### src/rtl/load_store_unit_pkg.sv
// Shared types for the load/store unit: data bus type, FSM state encoding and the latched request.
package load_store_unit_pkg;

  localparam int LSU_ADDR_W = 6;
  localparam int LSU_DEPTH  = 32;

  typedef logic [31:0] bus_type;

  typedef enum logic [1:0] {
    IDLE    = 2'd0,
    ISSUE   = 2'd1,
    CAPTURE = 2'd2,
    RESP    = 2'd3
  } lsu_state_t;

  typedef struct packed {
    logic                  write;
    logic [LSU_ADDR_W-1:0] addr;
    bus_type               wdata;
  } lsu_req_t;

  function automatic logic lsu_in_range(input logic [LSU_ADDR_W-1:0] addr, input int depth);
    return (int'(addr) < depth);
  endfunction

endpackage

### src/rtl/load_store_unit.sv
// Load/store initiator for the data memory: one request at a time, absorbs the 1-cycle read latency.
// Optional LSU_RANGE_CHECK_EN: out-of-range addresses answer with resp_error and never reach memory.
module load_store_unit
  import load_store_unit_pkg::*;
#(
  parameter int ADDR_W = LSU_ADDR_W,
  parameter int DEPTH  = LSU_DEPTH
) (
  input  logic              clk,
  input  logic              rst_n,
  input  logic              req_valid,
  output logic              req_ready,
  input  logic              req_write,
  input  logic [ADDR_W-1:0] req_addr,
  input  bus_type           req_wdata,
  output logic              resp_valid,
  input  logic              resp_ready,
  output bus_type           resp_rdata,
  output logic              resp_error,
  output logic [ADDR_W-1:0] mem_address,
  output bus_type           mem_input_data,
  output logic              mem_enable_read,
  output logic              mem_enable_write,
  input  bus_type           mem_read_data
);

`ifdef LSU_RANGE_CHECK_EN
  localparam logic RANGE_CHECK = 1'b1;
`else
  localparam logic RANGE_CHECK = 1'b0;
`endif

  lsu_state_t state_q, state_d;
  lsu_req_t   req_q, req_d;
  logic       valid_q, valid_d;
  bus_type    rdata_q, rdata_d;
  logic       error_q, error_d;
  logic       en_rd_q, en_rd_d;
  logic       en_wr_q, en_wr_d;
  logic       accept_s;
  logic       oor_s;

  assign accept_s = req_valid && (state_q == IDLE);
  assign oor_s    = RANGE_CHECK & ~lsu_in_range(req_addr, DEPTH);

  // Next-state and holding-register updates; enables are computed one cycle ahead so they leave flops.
  always_comb begin
    state_d = state_q;
    req_d   = req_q;
    valid_d = valid_q;
    rdata_d = rdata_q;
    error_d = error_q;
    en_rd_d = 1'b0;
    en_wr_d = 1'b0;
    case (state_q)
      IDLE: begin
        if (accept_s) begin
          req_d.write = req_write;
          req_d.addr  = req_addr;
          req_d.wdata = req_write ? req_wdata : 32'h0;
          if (oor_s) begin
            state_d = RESP;
            valid_d = 1'b1;
            rdata_d = 32'h0;
            error_d = 1'b1;
          end else begin
            state_d = ISSUE;
            en_rd_d = ~req_write;
            en_wr_d = req_write;
          end
        end else begin
          state_d = IDLE;
        end
      end
      ISSUE: begin
        if (req_q.write) begin
          state_d = RESP;
          valid_d = 1'b1;
          rdata_d = 32'h0;
          error_d = 1'b0;
        end else begin
          state_d = CAPTURE;
        end
      end
      CAPTURE: begin
        state_d = RESP;
        valid_d = 1'b1;
        rdata_d = mem_read_data;
        error_d = 1'b0;
      end
      RESP: begin
        if (resp_ready) begin
          state_d = IDLE;
          valid_d = 1'b0;
          rdata_d = 32'h0;
          error_d = 1'b0;
        end else begin
          state_d = RESP;
        end
      end
      default: begin
        state_d = IDLE;
        valid_d = 1'b0;
        rdata_d = 32'h0;
        error_d = 1'b0;
      end
    endcase
  end

  // State and output registers; async reset drops the memory enables immediately.
  always_ff @(posedge clk or negedge rst_n) begin
    if (!rst_n) begin
      state_q <= IDLE;
      req_q   <= '{write: 1'b0, addr: {LSU_ADDR_W{1'b0}}, wdata: 32'h0};
      valid_q <= 1'b0;
      rdata_q <= 32'h0;
      error_q <= 1'b0;
      en_rd_q <= 1'b0;
      en_wr_q <= 1'b0;
    end else begin
      state_q <= state_d;
      req_q   <= req_d;
      valid_q <= valid_d;
      rdata_q <= rdata_d;
      error_q <= error_d;
      en_rd_q <= en_rd_d;
      en_wr_q <= en_wr_d;
    end
  end

  assign req_ready        = (state_q == IDLE);
  assign resp_valid       = valid_q;
  assign resp_rdata       = rdata_q;
  assign resp_error       = error_q;
  assign mem_address      = req_q.addr;
  assign mem_input_data   = req_q.wdata;
  assign mem_enable_read  = en_rd_q;
  assign mem_enable_write = en_wr_q;

endmodule

### config.mk
export PLATFORM = sky130hd
export DESIGN_NAME = load_store_unit
export DESIGN_NICKNAME = d
export VERILOG_FILES = /design/src/rtl/load_store_unit_pkg.sv /design/src/rtl/load_store_unit.sv
export SDC_FILE = /design/constraint.sdc
export NUM_CORES = 1
export LEC_CHECK = 0
export CAP_MARGIN = 20
export CORE_MARGIN = 8
export CORE_UTILIZATION = 49
export DETAILED_ROUTE_END_ITERATION = 12
export PLACE_DENSITY = 0.87
export SLEW_MARGIN = 40
export SYNTH_ARGS = -nofsm -noshare
export SYNTH_HDL_FRONTEND = slang
export SYNTH_SLANG_ARGS = --single-unit
### constraint.sdc
create_clock -name clk -period 4.2 [get_ports clk]
set_input_delay 0.84 -clock clk [delete_from_list [all_inputs] [get_ports clk]]
set_output_delay 0.84 -clock clk [all_outputs]
set_load 0.02 [all_outputs]
==> metrics.yaml <==
setup_path:
  setup.worst_path.end_class: "output pin"
  critPathKind: "reg2out"
  critical_path_startpoint_category: "register"
  worst-endpoint-required_ps: 3360
  cp_cell_sequence: "nor2_1 -> clkdlybuf4s50_1"
  worst_path_largest_cell_delay_ps: 650
  critPathArrivalTime_ps: 1530
  critical_path_peak_fanout: 2
  crit_buf_inv: 1
  crit_path_leading_delay_family: "buffers and inverters"
  crit_slowest_cell: "clkdlybuf4s50_1"
final_layout:
  number_of_fill_cells: 633
  instances_no_fill: 594
  antenna_cells: 0
  layout_commonest_cell: "clkdlybuf4s50_1"
  area_grow_syn2layout_pct: 32.6
  mostFrequentLayoutCells: "clkdlybuf4s50_1, dfrtp_1, inv_1"
  drive_above_1_share_pct: 4.70
  final_nets: 560
logic_synthesis:
  mappedNetlistArea_um2: 4090
  postSynthRegisterBits: 76
  ys_seq_area_share_pct: 46.5
  syn-instance-count: 393
  syn_area_per_cell_um2: 10.4
  yosysUniqueCellTypes: 23
  syn_nets: 468
  ys_warn_count: 0
sta:
  fin_ws_ps: 1830
  final.setup_skew_ps: 4.82
  timing.hold.ws_ps: 489
  final_period_minus_worst_setup_slack_ps: 2370
  timing.max_slew.rel_slack_pct: 53.4
  timing.final.max_slew_violations: 0
  fmaxAchievable_ghz: 0.422
  timing.final.crit_share_pct: 56.4
  fin_setup_tns_ps: 0
  finalHoldViolCount: 0
  finalSetupViolations: 0
  worstMarginPinSlew_ps: 699
  rsz0062_at_grt: "false"
global_route:
  grt-ovfl-total: 0
  antenna_found_initial: 0
  grt_pass1_vias: 3293
  grt_use_total_pct: 17.7
  grt_max_degree: 77
  global_route_wire_length_before_repair_um: 16500
floorplan:
  pin_count: 150
  row_count: 33
  floorplan.core_area_um2: 8180
  die_y_um: 107
  dieArea_um2: 11500
  floorplan.initialDensity_pct: 50.1
  die-width_um: 107
power:
  static-leakage-power_nw: 2.38
  total_power_mw: 3.84
  power.density_nw_per_um2: 708
  ir_drop_mv: 0.423
clocking:
  clk_pin_slew_worst_paths_ps: 70
  cts-root-to-sink-buffers: 2
  clock_latency_late_sink_ps: 330
  ctsRootBufferMaster: "clkbuf_8"
  holdBufCountCts: 0
  cts_made_buffers: 9
  tritoncts: "built"
  htree_num_levels: 3
  post-cts-setup-buffers: 0
  tritoncts_num_sinks: 76
  cts.repair.resized: 0
detailed_routing:
  antenna_left: 0
  drc_errors_left: 0
  route.detailed.vias_per_inst: 5.28
  first_pass_iters: 4
  routedWlPerCell_um: 17.6
  drt_first_iter_violations: 109
  detailroute.via_count: 3136
  routed_wl_um: 10400
placed_design:
  io_buffers: 148
  numPlacedInstances: 579
  dp_worst_setup_slack_ps: 1590
  gp_routability_congestion: 0.794
  post-dp-hpwl_um: 7250
status:
  status: "finished, final reports clean"
min_path:
  hp-class: "reg2reg"
run:
  max_cap_viol_count: 0
[logic make-up after synthesis]
| family | Yosys count | synth area share, % |
|---|---|---|
| AOI/OAI and AO/OA | 37 | 7.67 |
| buffers and inverters | 136 | 17.2 |
| DFF | 76 | 46.5 |
| muxes | 71 | 17.6 |
| other | 1 | 0.0916 |
| and+or+nand+nor | 72 | 11.0 |
[power by group]
group	switching (mW)	internal, mW	total, mW
Clock	0.254	0.209	0.464
Combinational	1.10	0.957	2.06
Sequential	0.254	1.07	1.32
[path summary, 6_finish.rpt]
path,from,to,slack (ps),cells past startpoint
setup / recovery,state_q[0]$_DFF_PN0_,req_ready,1830,2
hold / removal,mem_address[3]$_DFFE_PN0P_,mem_address[3]$_DFFE_PN0P_,490,1
setup reg to reg,state_q[0]$_DFF_PN0_,mem_address[5]$_DFFE_PN0P_,2120,4
hold reg to reg,mem_address[3]$_DFFE_PN0P_,mem_address[3]$_DFFE_PN0P_,490,1
max in group asynchronous,rst_n,state_q[0]$_DFF_PN0_,3160,1
min in group asynchronous,rst_n,resp_rdata[10]$_DFFE_PN0P_,500,1
[layout make-up]
| class | count | area (µm²) | share of cell area (%) |
|---|---|---|---|
| tap | 105 | 131 | 2.42 |
| clock inverter | 3 | 15.0 | 0.277 |
| clock buffer | 12 | 135 | 2.49 |
| timing repair buffer | 151 | 1500 | 27.6 |
| multi-input combinational | 181 | 1500 | 27.5 |
| sequential | 76 | 1900 | 35.1 |
| inverter | 66 | 248 | 4.56 |
[through the flow]
| stage | area, µm² | utilization, % |
|---|---|---|
| final | 5430 | 66.4 |
| after global routing | 5430 | 66.4 |
| after CTS | 5420 | 66.3 |
| after detailed placement | 5270 | 64.5 |
| after global placement | 5280 | 64.6 |
| after floorplan | 4090 | - |
[state kept, by name, indices dropped and copies added, names as in the netlist]
register,count
mem_address,6
resp_rdata,32
req_q,1
state_q,2
resp_valid,1
mem_enable_write,1
mem_enable_read,1
mem_input_data,32
[worst register-to-register path, delay by kind of cell (launching register included)]
kind                   cells  cell delay [ps]
buffers and inverters      2              870
multiplexers               1              430
flip-flops                 1              400
AND/OR/NAND/NOR            1              260
[metal layers]
layer	part of all wire, %	vias up	global-route usage, %
li1	-	1479	-
met3	10	13	7.66
met2	46	120	27.6
met5	0	-	0
met1	42	1524	21.2
met4	1.3	0	6.64
[cells in the mapped netlist]
library cell | instances | area [µm²]
dfrtp_1 | 76 | 1900
inv_1 | 66 | 248
mux2i_1 | 64 | 641
buf_4 | 43 | 323
o221ai_1 | 33 | 289
nand2_1 | 32 | 120
nand4b_1 | 32 | 280
clkbuf_1 | 16 | 60.1
buf_2 | 7 | 35.0
mux2_1 | 6 | 67.6
buf_6 | 3 | 33.8
a21oi_1 | 2 | 10.0
and2_1 | 2 | 12.5
nor2_1 | 2 | 7.51
buf_1 | 1 | 3.75
conb_1 | 1 | 3.75
mux2_2 | 1 | 11.3
nand2b_1 | 1 | 6.26
nor2b_1 | 1 | 6.26
nor3b_2 | 1 | 12.5
o21bai_1 | 1 | 7.51
o31ai_1 | 1 | 7.51
or2_2 | 1 | 6.26
No activity file was read; power rests on OpenSTA's default activity.
